$ cat config.mk
export PLATFORM = sky130hd
export DESIGN_NAME = rgb_pwm_driver
export DESIGN_NICKNAME = d
export VERILOG_FILES = /design/src/rtl/rgb_pwm_driver.sv
export SDC_FILE = /design/constraint.sdc
export NUM_CORES = 1
export LEC_CHECK = 0
export CAP_MARGIN = 20
export CORE_ASPECT_RATIO = 1.75
export CORE_UTILIZATION = 25
export CTS_BUF_LIST = sky130_fd_sc_hd__clkbuf_16
export DETAILED_ROUTE_END_ITERATION = 10
export SLEW_MARGIN = 20
export SYNTH_ARGS = -nofsm -noshare
export SYNTH_HDL_FRONTEND = slang
export SYNTH_SLANG_ARGS = --single-unit
$ cat constraint.sdc
create_clock -name clk -period 1.8 [get_ports clk]
set_input_delay 0.36 -clock clk [delete_from_list [all_inputs] [get_ports clk]]
set_output_delay 0.36 -clock clk [all_outputs]
set_load 0.05 [all_outputs]
$ cat src/rtl/rgb_pwm_driver.sv
// Three-channel PWM driver for an RGB LED; colours arrive over valid/ready and are applied at period boundaries.
// Optional macro RGB_PWM_ACTIVE_LOW_EN inverts pwm_r/g/b for common-anode LEDs.
module rgb_pwm_driver #(
  parameter int unsigned PRESCALE = 4
) (
  input  logic       clk,
  input  logic       rst_n,
  input  logic       enable,
  input  logic       in_valid,
  output logic       in_ready,
  input  logic [7:0] red,
  input  logic [7:0] green,
  input  logic [7:0] blue,
  output logic       pwm_r,
  output logic       pwm_g,
  output logic       pwm_b,
  output logic       frame_start
);

`ifdef RGB_PWM_ACTIVE_LOW_EN
  localparam logic PWM_OFF = 1'b1;
`else
  localparam logic PWM_OFF = 1'b0;
`endif

  localparam logic [15:0] PSC_LAST = 16'(PRESCALE - 1);
  localparam logic [7:0]  CNT_LAST = 8'd254;

  logic [15:0] r_psc;
  logic [7:0]  r_cnt;
  logic [23:0] r_pending;
  logic [23:0] r_active;
  logic        r_pending_full;
  logic        r_enable_d;

  logic        w_tick;
  logic        w_boundary;
  logic        w_capture;
  logic        w_apply;
  logic [2:0]  w_on;

  // Timing strobes, handshake decode and per-channel compare against the live colour.
  always_comb begin
    w_tick     = enable && (r_psc == PSC_LAST);
    w_boundary = w_tick && (r_cnt == CNT_LAST);
    w_capture  = in_valid && !r_pending_full;
    // While disabled there is no period to protect, so the pending colour goes straight through.
    w_apply    = r_pending_full && (w_boundary || !enable);
    w_on       = {enable && (r_cnt < r_active[23:16]),
                  enable && (r_cnt < r_active[15:8]),
                  enable && (r_cnt < r_active[7:0])};
  end

  assign in_ready = !r_pending_full;

  // Prescaler and 0..254 period counter, both held at zero while disabled.
  always_ff @(posedge clk or negedge rst_n) begin
    if (!rst_n) begin
      r_psc <= 16'd0;
      r_cnt <= 8'd0;
    end else if (!enable) begin
      r_psc <= 16'd0;
      r_cnt <= 8'd0;
    end else if (w_tick) begin
      r_psc <= 16'd0;
      r_cnt <= (r_cnt == CNT_LAST) ? 8'd0 : r_cnt + 8'd1;
    end else begin
      r_psc <= r_psc + 16'd1;
    end
  end

  // Double buffer: capture into pending, promote to active at the boundary.
  always_ff @(posedge clk or negedge rst_n) begin
    if (!rst_n) begin
      r_pending      <= 24'd0;
      r_active       <= 24'd0;
      r_pending_full <= 1'b0;
    end else if (w_apply) begin
      r_active       <= r_pending;
      r_pending_full <= 1'b0;
    end else if (w_capture) begin
      r_pending      <= {red, green, blue};
      r_pending_full <= 1'b1;
    end else begin
      r_pending_full <= r_pending_full;
    end
  end

  // Registered PWM outputs and period-start pulse.
  always_ff @(posedge clk or negedge rst_n) begin
    if (!rst_n) begin
      pwm_r       <= PWM_OFF;
      pwm_g       <= PWM_OFF;
      pwm_b       <= PWM_OFF;
      frame_start <= 1'b0;
      r_enable_d  <= 1'b0;
    end else begin
      pwm_r       <= w_on[2] ^ PWM_OFF;
      pwm_g       <= w_on[1] ^ PWM_OFF;
      pwm_b       <= w_on[0] ^ PWM_OFF;
      frame_start <= w_boundary || (enable && !r_enable_d);
      r_enable_d  <= enable;
    end
  end

endmodule

==> results.md <==
Finish:
- The number of antenna diodes is 0.
- The final instance count without filler cells is 668.
- After the last flow step, the layout net total stands at 526.
- With fillers left out, the area of the finished cells amounts to 5330 µm².
- The layout-stage area growth over the synthesis result is 29.13%.
- Cells with a size suffix above 1 make up 22.13% of the layout.

Critical path:
- The critical path launch point type is a flop.
- The top fanout value on the critical path is 5.
- The largest individual stage delay along the critical path comes from the cell sky130_fd_sc_hd__or4_4.
- The most critical setup path has its startpoint at r_psc[6].
- The required time of the worst setup path is 2.04 ns.
- The critical path is of the flop to flop type.
- The signal on the critical path passes through nor4_2 > nand4_1 > buf_6 > or4_4 > o31ai_2.
- The family with the most delay on the worst path is simple AND/OR/NAND/NOR gates.
- STA classifies the critical path endpoint as a flop.
- Counting both buffers and inverters, the worst setup path holds a total of 1.
- The arrival time of the worst setup path is 2.01 ns.
- The startpoint of the worst register-to-register path is r_psc[6].
- The worst stage delay on the critical path is 0.47 ns.

Floorplanning:
- The die covers 17,050 µm².
- During I/O placement, the number of pins put on the boundary was 33.
- The effective utilization at floorplan is 25.75%.
- In this run the horizontal extent of the chip is 99.13 µm.
- After floorplanning, the core was divided into 61 placement rows.
- The core region is 16,030 µm².
- The die height is 172.0 µm.

Timing:
- The total count of max-transition violations in the final report was 0.
- The clock skew after layout is 0.009794 ns.
- The count of final setup violators is 0.
- For this run, the top clock speed supported by timing is 567.6 MHz.
- Headroom to the max-slew limit came out at 69.66%.
- In the finished design, the share of the clock period the worst path needs comes to 97.87%.
- The minimum period implied by the final worst setup slack is 1.762 ns.
- The final hold violation count was 0.
- At the pin with the least slew margin, the transition time is 0.4550 ns.
- Setup repair after global routing could not meet its margin everywhere.

Yosys:
- The largest area contributor in the netlist is sky130_fd_sc_hd__dfrtp_1.
- The adder and majority cell fraction of the synthesized area is 7.275%.
- A synthesized cell averages 9.922 µm².
- The post-synthesis instance total is 416.
- The number of storage elements in the synthesis netlist is 78.
- After synthesis the cells add up to 4128 µm².
- The xor/xnor share of the synthesized area is 2.758%.
- The count of different cell masters after synthesis is 35.
- Ranked by total cell area, the synthesized netlist is headed by sky130_fd_sc_hd__dfrtp_1, sky130_fd_sc_hd__ha_1, sky130_fd_sc_hd__mux2_2, sky130_fd_sc_hd__nand4_1, sky130_fd_sc_hd__nand3_1.
- The register area share after synthesis is 47.29%.
- The post-synthesis async set-or-reset flop share is 100.0%.
- sky130_fd_sc_hd__dfrtp_1 is the most common cell in the netlist.
- Yosys mapped a number of flops with a built-in enable equal to 0.
- The synthesized netlist devotes 21.04% of its cell area to simple gates.
- The portion of netlist area occupied by mux cells is 6.547%.
- The Yosys step of the flow raised 0 warnings.
- After synthesis, the most frequently instantiated cells are sky130_fd_sc_hd__dfrtp_1, sky130_fd_sc_hd__nand2_1, sky130_fd_sc_hd__nand3_1, sky130_fd_sc_hd__nand4_1, sky130_fd_sc_hd__inv_1.
- After synthesis, the largest family of logic cells by area is simple AND/OR/NAND/NOR gates.
- The compound-gate portion of the synthesized area is 9.639%.
- The top flip-flop cell by instance count after synthesis is sky130_fd_sc_hd__dfrtp_1.
- Of the post-synthesis cell area, the dominant cell type holds 47.29%.
- The number of nets in the synthesized netlist is 468.

Global routing:
- The number of global-route vias before repair is 3,578.
- Across every metal layer, demand over resource in global routing totals 12.60%.
- The pin count of the biggest net entering global routing is 34.
- The aggregate global routing overflow is 0.
- The initial antenna violation count was 0.
- The global-route wire length before repair is 16,840 µm.

Clock tree:
- The sink count of the clock tree is 78.
- In this run the clock root is driven by a sky130_fd_sc_hd__clkbuf_16.
- The number of clock buffers added by TritonCTS is 9.
- TritonCTS built the clock tree.
- The clock network latency to the later pin of the worst-skew pair is 0.34 ns.
- Clock-pin slew was measured on the worst setup and hold paths at 0.06 ns.
- The depth of the CTS H-tree is 3.
- No sink is reached through more buffers than the 2 on the longest clock path.

Drt:
- The number of violations reported at the end of detailed-routing iteration 0 is 221.
- The count of nets left with antenna violations once routing finished came out at 0.
- The remaining routing DRC violations is 0.
- The total number of vias is 3,479.
- The post-detailed-route wirelength per cell is 15.99 µm.
- Using the TritonRoute via totals, the vias-per-cell ratio works out to 5.208.
- The detailed-routing iteration count for the pre-antenna-repair pass is 5.
- Summed over all layers, the routed wires come to 10,680 µm.

Pwr:
- The leakage power is 2.288 nW.
- The total power is 5.069 mW.
- The power density of the placed cells is 951.0 nW/µm².
- The maximum vdd drop is 0.5250 mV.

Hold path:
- The startpoint identified for the worst hold timing path is r_enable_d.
- The path category of the worst min-delay check is flop to flop.

Status:
- The run finished with clean final reports.

Placement:
- The placed cell area is 4902 µm².
- The congestion estimate from routability-driven global placement came to 0.8513.
- The total instance count after detailed placement is 646.
- Detailed placement finished with a half-perimeter wire length of 7635 µm.
- Input and output buffers added on the ports amount to 32.

Flow run:
- Max-cap violations in this run came to 0.
## where the power goes
part	switching (mW)	internal [mW]
registers	0.209	2.07
logic	0.552	0.525
clock network	0.763	0.950
total	1.52	3.55
## final timing paths
path / endpoint / slack, ns / cells past startpoint
max: r_cnt[4] / 0.04 / 5
min: frame_start / 0.48 / 1
max reg2reg: r_cnt[4] / 0.04 / 5
min reg2reg: frame_start / 0.48 / 1
max in group asynchronous: r_pending[20] / 0.71 / 3
min in group asynchronous: r_pending[14] / 0.51 / 2
## cell families (layout without fill, tap and decap cells)
kind of cell	count (synthesis)	after routing
buffers and inverters	53	116
XOR/XNOR	13	13
adder cells (fa/ha/maj)	24	24
AND/OR/NAND/NOR	166	166
AO/OA/AOI/OAI	58	58
flip-flops	78	78
multiplexers	24	24
## what timing repair did
item | CTS | global route
endpoints found under the hold margin | 30 | 0
resized for setup | 0 | 19
setup buffers | 0 | 2
hold buffers | 1 | 0
endpoints found under the setup margin | 0 | 44
## layout make-up
class | instances | area, µm²
fill | 1638 | 10700
inverter | 26 | 97.59
timing repair buffer | 74 | 750.7
clock inverter | 7 | 56.30
tap | 189 | 236.5
multi-input combinational | 285 | 2008
sequential | 78 | 1956
clock buffer | 9 | 225.2
## routing by layer
layer / up-vias / global-route usage (%) / share of wire [%]
li1: 1613 / - / -
met1: 1758 / 13.01 / 37
met2: 93 / 24.72 / 58
met3: 15 / 1.455 / 3.7
met4: 0 / 6.330 / 2.0
met5: - / 0 / 0
## through the flow
step                utilization (%)  hold WS [ns]  TNS, ns  setup WS (ns)
detailed placement            30.59        0.3386        0        0.04933
global placement              30.59        0.3342        0        0.05456
floorplan                         -       0.06441        0        0.02594
CTS                           32.40        0.4952        0        0.02976
global route                  33.26        0.5114  -0.1195       -0.03231
finish                        33.26        0.4756        0        0.03829
## cells in the final DEF (no fill, tap or decap), types with 4 or more instances in the layout
cell and n:
sky130_fd_sc_hd__dfrtp_1 75, sky130_fd_sc_hd__nand2_1 39, sky130_fd_sc_hd__nand3_1 36, sky130_fd_sc_hd__buf_4 35, sky130_fd_sc_hd__nand4_1 32, sky130_fd_sc_hd__clkdlybuf4s50_1 26
sky130_fd_sc_hd__inv_1 25, sky130_fd_sc_hd__o211ai_1 24, sky130_fd_sc_hd__mux2_2 24, sky130_fd_sc_hd__ha_1 22, sky130_fd_sc_hd__nor2_1 19, sky130_fd_sc_hd__a21oi_1 14
sky130_fd_sc_hd__clkbuf_16 11, sky130_fd_sc_hd__xnor2_1 7, sky130_fd_sc_hd__buf_12 7, sky130_fd_sc_hd__o21ai_0 6, sky130_fd_sc_hd__nor3_1 6, sky130_fd_sc_hd__xor2_1 6
sky130_fd_sc_hd__and3_1 6, sky130_fd_sc_hd__or3_1 5, sky130_fd_sc_hd__nand2b_1 4
## sequential cells by signal (all words and copies together) (netlist names)
name            cells
pwm_g               1
r_pending_full      1
r_enable_d          1
r_psc              16
pwm_b               1
pwm_r               1
frame_start         1
r_cnt               8
r_pending          24
r_active           24
## worst register-to-register path, stage by stage, from the launching register on
cell                      delay [ns]
sky130_fd_sc_hd__dfrtp_1        0.39
sky130_fd_sc_hd__nor4_2         0.36
sky130_fd_sc_hd__nand4_1        0.19
sky130_fd_sc_hd__buf_6          0.18
sky130_fd_sc_hd__or4_4          0.48
sky130_fd_sc_hd__o31ai_2        0.08
Note: power is estimated with default switching activity, not from simulation.
